--- src/rtl/key_onehot_capture.sv ---
// Push-button front end: four keys are synchronized, debounced and
// edge-detected, and each press is captured as a held one-hot code until it is acknowledged.
module key_onehot_capture #(
  parameter int DB_CYCLES = 16,
  parameter int CNT_W     = 5
) (
  input  logic       clk,
  input  logic       rst_n,
  input  logic [3:0] key_in,
  input  logic       ack,
  output logic       A,
  output logic       B,
  output logic       C,
  output logic       D,
  output logic       valid,
  output logic       overrun
);

  typedef enum logic {IDLE, HOLD} state_t;

  state_t           state, state_n;
  logic [3:0]       key_m, key_s;
  logic [3:0]       stable, stable_q;
  logic [3:0]       press, winner;
  logic [3:0]       code_q, code_d;
  logic             valid_d, overrun_d;
  logic [CNT_W-1:0] cnt [4];

  always_ff @(posedge clk or negedge rst_n) begin
    if (!rst_n) begin
      key_m <= '0;
      key_s <= '0;
    end else begin
      key_m <= key_in;
      key_s <= key_m;
    end
  end

  // A level is accepted after DB_CYCLES consecutive differing samples; any bounce restarts the count
  always_ff @(posedge clk or negedge rst_n) begin
    if (!rst_n) begin
      stable   <= '0;
      stable_q <= '0;
      for (int unsigned i = 0; i < 4; i++) cnt[i] <= '0;
    end else begin
      stable_q <= stable;
      for (int unsigned i = 0; i < 4; i++) begin
        if (key_s[i] == stable[i]) begin
          cnt[i] <= '0;
        end else if (cnt[i] == CNT_W'(DB_CYCLES - 1)) begin
          stable[i] <= ~stable[i];
          cnt[i]    <= '0;
        end else begin
          cnt[i] <= cnt[i] + 1'b1;
        end
      end
    end
  end

  assign press = stable & ~stable_q;

  always_comb begin
    winner = '0;
    if (press[3])      winner = 4'b1000;
    else if (press[2]) winner = 4'b0100;
    else if (press[1]) winner = 4'b0010;
    else if (press[0]) winner = 4'b0001;
  end

  always_comb begin
    state_n   = state;
    code_d    = code_q;
    valid_d   = valid;
    overrun_d = overrun;
    case (state)
      IDLE: begin
        if (|press) begin
          code_d  = winner;
          valid_d = 1'b1;
          state_n = HOLD;
        end
      end
      HOLD: begin
        if (ack) begin
          overrun_d = 1'b0;
          if (|press) begin
            code_d = winner;
          end else begin
            code_d  = '0;
            valid_d = 1'b0;
            state_n = IDLE;
          end
        end else if (|press) begin
          overrun_d = 1'b1;
        end
      end
      default: state_n = IDLE;
    endcase
  end

  always_ff @(posedge clk or negedge rst_n) begin
    if (!rst_n) begin
      state   <= IDLE;
      code_q  <= '0;
      valid   <= 1'b0;
      overrun <= 1'b0;
    end else begin
      state   <= state_n;
      code_q  <= code_d;
      valid   <= valid_d;
      overrun <= overrun_d;
    end
  end

  assign {A, B, C, D} = code_q;

endmodule

--- config.mk ---
export PLATFORM = sky130hd
export DESIGN_NAME = key_onehot_capture
export DESIGN_NICKNAME = d
export VERILOG_FILES = /design/src/rtl/key_onehot_capture.sv
export SDC_FILE = /design/constraint.sdc
export NUM_CORES = 1
export LEC_CHECK = 0
export BUFFER_PORTS_ARGS = -buffer_cell sky130_fd_sc_hd__buf_2
export CORE_ASPECT_RATIO = 1.75
export CORE_MARGIN = 8
export CORE_UTILIZATION = 55
export DETAILED_ROUTE_END_ITERATION = 8
export HOLD_SLACK_MARGIN = 0.06
export PLACE_DENSITY_LB_ADDON = 0.15
export SLEW_MARGIN = 40
export SYNTH_ARGS = -nofsm -noshare
export SYNTH_HDL_FRONTEND = slang
export SYNTH_SLANG_ARGS = --single-unit
export TNS_END_PERCENT = 10
--- constraint.sdc ---
create_clock -name clk -period 1.35 [get_ports clk]
set_input_delay 0.135 -clock clk [delete_from_list [all_inputs] [get_ports clk]]
set_output_delay 0.135 -clock clk [all_outputs]
set_load 0.05 [all_outputs]
* After elaboration in Yosys (flattened, before gate mapping)
Index checks and enable logic that the tools add are counted.
** Cells by class
- Add/subtract/negate cells :: 4
- Equality and inequality tests :: 11
- Multiplexer cells :: 24
- Bitwise logic cells :: 11
- Reduce and logical (&&, ||, !) cells :: 9
** Operators with widths (count)
- 5-bit two-way mux :: 8
- 5-bit by 1-bit adder with 5-bit output (second input constant) :: 4
- 5-bit by 4-bit equality test with 1-bit output (second input constant) :: 4
- 4-bit two-way mux :: 4
- 2-bit AND reduction :: 6
- 1-bit inverter :: 9
- 4-bit case mux with 2 select lines :: 1
- 1-bit two-way mux :: 7
- 2-bit inequality test (second input constant) :: 3
- 4-bit AND :: 1
- 1-bit equality test :: 4
- 4-bit inverter :: 1
- 1-bit case mux with 2 select lines :: 2
- 4-bit OR reduction :: 1
- 3-bit two-way mux :: 1
- 3-bit AND reduction :: 1
- 2-bit two-way mux :: 1
- 2-bit nonzero test :: 1
** Word-level totals
- Bits in registers :: 43
- Input port bits :: 7
- Output and inout bits :: 6
- Logic and storage cells :: 74

* Longest topological paths before layout
- Depth in word-level cells :: 9
- Mapped depth :: 4
- Mapped depth without buffers :: 4

* Worst setup path after synthesis
OpenSTA, ideal clock, no wires.
- Path kind :: register -> register
- From :: reg stable[3]
- To :: reg valid
- Setup time :: 0.129 ns
- Arrival time :: 1.119 ns
- Required time :: 1.221 ns
- Setup slack :: 0.102 ns
- Cell stages (with the launch flop) :: 5
- Buffers on the path :: 0
- Period minus slack after synthesis :: 1.248 ns
- Path through :: dfrtp_1 -> nor2b_4 -> nor4b_4 -> a21boi_1 -> a21oi_1
** On the way
- Longest elaborated chain between the ends :: 4
- Elaborated cells on any way between the ends :: 5
- Classes of those cells :: 2 x eq/ne; 1 x bitwise; 2 x reduce/logical
** RTL lines
- from (decl) :: line 23 : logic [3:0] stable, stable_q;
- from (signal, indexed assignment) :: line 51 : stable[i] <= ~stable[i];
- 4-bit AND * :: line 60 : assign press = stable & ~stable_q;
- 4-bit OR reduction * :: line 77, 86
- 2-bit inequality test (no line)
- 3-bit AND reduction (no line) *
- to (signal assigned) :: line 110 : valid <= valid_d;
- to (decl) :: line 15 : output logic valid,
Mark *: on every way between the ends. The rest lies on a longest branch, timed or not.
A chain may end at the register's enable or synchronous reset.

* Worst setup path after layout
- From :: reg stable[3]
- To :: reg overrun
** On the way
- Longest elaborated chain between the ends :: 4
** RTL lines
- 4-bit AND :: line 60
- 4-bit OR reduction :: line 93 : end else if (|press) begin
- 2-bit nonzero test (no line)
- 2-bit AND reduction (no line)
- to (signal assigned) :: line 111 : overrun <= overrun_d;
- to (decl) :: line 16 : output logic overrun
Every way passes these cells.

==> flow_summary.yaml <==
synth:
  synth_commonest_cells: "dfrtp_1 (43), nor2_1 (17), xor2_1 (12)"
  synth_area_mm2: 0.00166
  ys_seq_elements: 43
  synth_edf_count: 0
  netlist.area_leader.share: 0.648
  yosysWarnings: 0
  yosys.area.top_type: "dfrtp_1"
  ys_seq_area_frac: 0.648
  synthFlopType: "dfrtp_1"
  synth_area_leaders: "dfrtp_1 (65%), xor2_1 (6.3%), nor2_1 (3.8%)"
  synth.distinct_cells: 22
  avgSynthCellArea_um2: 12.7
  async_flop_share: 1.00
  mappedNetlistNets: 142
  synth.most_common_cell: "dfrtp_1"
  netlist_instances: 131
clock_network:
  cts_tree: "built"
  cts_max_level: 2
  numCtsBuffers: 5
  cts_root_buffer: "clkbuf_8"
  worstSkewPairLatency_ns: 0.28
  post_cts_buffers: 0
  clock_path_buffers: 2
  clk_pin_slew_ns: 0.07
  clock-sinks: 43
critical_path:
  critical_path.slowest_cell: "nor4b_4"
  startpoint: "stable[3]"
  reg2reg_slack_ns: 0.02
  cp_data_arrival_time_ns: 1.50
  rr_startpoint: "stable[3]"
  worstPathBufferInverterCount: 0
  r2r-end: "overrun"
  cp-end-kind: "register"
  slowest_delay_ns: 0.40
  cp.required_ns: 1.53
  start_kind: "register"
  critical_path_class: "reg2reg"
  worst_r2r_path_depth: 4
  crit_path_max_fanout: 6
  crit_chain: "nor2b_4, nor4b_4, nor2b_1, o21a_1"
  critPathTopFamily: "simple AND/OR/NAND/NOR gates"
global_routing:
  grt_pass1_vias: 1121
  antenna_found_initial: 0
  overflow: 0
  top_usage_layer: "met2"
  grtUsageMet2: 0.207
  grt_use_met3: 0.0437
  grt_first_pass_wirelength_um: 4790
  grtUsageMet1: 0.128
  grt_max_degree: 44
  track_usage: 0.125
die:
  start_util: 0.574
  io_pins: 13
  dieArea_mm2: 0.00511
  die_y_um: 88.7
  core_mm2: 0.00290
  row_count: 26
  die_x_um: 57.6
timing:
  fin_crit_ns: 1.33
  worst_slack_ns: 0.0240
  finalSetupTns_ns: 0
  timing.fmax_mhz: 754
  finClkSkew_ns: 0.00668
  slew_headroom: 0.661
  slew_viol_final: 0
  finalSetupViolCount: 0
  tightest_slew_ns: 0.508
  hold_slack_ns: 0.170
  period_share: 0.982
  rsz0062_at_grt: "true"
  final-hold-violation-count: 0
place:
  placed_area_mm2: 0.00179
  place_hpwl_um: 1780
  routabilityCongestion: 0.810
  numPortBuffers: 12
  dp_slack_ns: 0.0182
  dp_cells: 175
route:
  firstDrtPassIters: 4
  ant_nets: 0
  post_drt_wl_per_cell_um: 13.8
  via_per_inst: 5.46
  wirelength_um: 2570
  dr_total_vias: 1016
  drtIter0Drc: 22
  route.detailed.drc: 0
finish:
  multi_input_area_um2: 584
  regArea_mm2: 0.00108
  fillers: 217
  area_growth_syn_to_layout_pct: 15.7
  drive_above_1_share: 0.177
  finish.utilization: 0.664
  design_area_mm2: 0.00192
  stdcell_count: 186
  num-nets-final: 170
  n_antenna_cell: 0
pwr:
  power_mw: 2.28
  p_leak_nw: 1.01
  ir_drop_uv: 1090
  power.density_mw_per_mm2: 1180
worst_hold_path:
  min_path_type: "in2reg"
  hold_depth: 3
  min_from: "ack"
  hold_end: "code_q[3]"
run:
  drv_cap: 0
outcome:
  outcome: "complete, no violations"
==> metal layers <==
metal  wire (um)  share of wire
met3         122          0.047
met4          67          0.026
met5           0              0
met1        1060           0.41
met2        1320           0.51
==> state kept, by name, summed over array words and instances, names as in the netlist <==
name	count
stable_q	4
valid	1
cnt	20
key_s	4
code_q	4
overrun	1
state	1
stable	4
key_m	4
==> cells in the final DEF (no fill, tap or decap) <==
cell and count:
a21boi_2 1, a21oi_1 4, a22oi_1 3, a32o_1 1, and2_1 5, and2b_1 1, and3_1 4, buf_2 12
buf_4 4, clkbuf_1 1, clkbuf_8 5, dfrtp_1 43, dlygate4sd3_1 5, ha_1 3, ha_2 1, inv_1 4
mux2_1 4, nand2_1 2, nand2b_1 2, nand3_1 7, nand3_2 1, nor2_1 16, nor2_2 1, nor2b_1 3
nor2b_4 2, nor3_1 1, nor4b_4 1, o21a_1 1, o21ai_1 8, xor2_1 12
==> kinds of logic after synthesis <==
| logic type | Yosys count | share of synthesized area |
|---|---|---|
| AND/OR/NAND/NOR | 46 | 0.158 |
| flip-flops | 43 | 0.648 |
| AO/OA/AOI/OAI | 18 | 0.0648 |
| XOR/XNOR | 12 | 0.0633 |
| buffers and inverters | 4 | 0.00903 |
| multiplexers | 4 | 0.0271 |
| adder cells (fa/ha/maj) | 4 | 0.0301 |
==> cell type report <==
cell class	instances	share of cell area
multi-input combinational	84	0.304
timing repair buffer	21	0.0729
inverter	4	0.00781
tap	28	0.0182
clock buffer	6	0.0377
sequential	43	0.560
==> worst max path at each step <==
stage                     endpoint  depth (start not counted)
after detailed placement   overrun                          4
after CTS                  overrun                          4
after floorplan              valid                          4
after global placement       valid                          4
after global routing         valid                          4
final                      overrun                          4
==> power breakdown <==
part / switching, mW / total (mW) / internal (mW)
sequential: 0.0382 / 1.38 / 1.34
combinational: 0.122 / 0.189 / 0.0675
clock: 0.362 / 0.706 / 0.344
==> worst register-to-register path, stage by stage (launching register included) <==
cell     delay (ns)
dfrtp_1        0.38
nor2b_4        0.15
nor4b_4        0.40
nor2b_1        0.10
o21a_1         0.18
==> what timing repair did <==
| item | CTS | global route |
|---|---|---|
| setup endpoints to repair | 0 | 8 |
| hold buffers | 5 | 0 |
| hold endpoints to repair | 47 | 0 |
| gates resized for setup | 0 | 4 |
No activity file was read; power rests on OpenSTA's default activity.
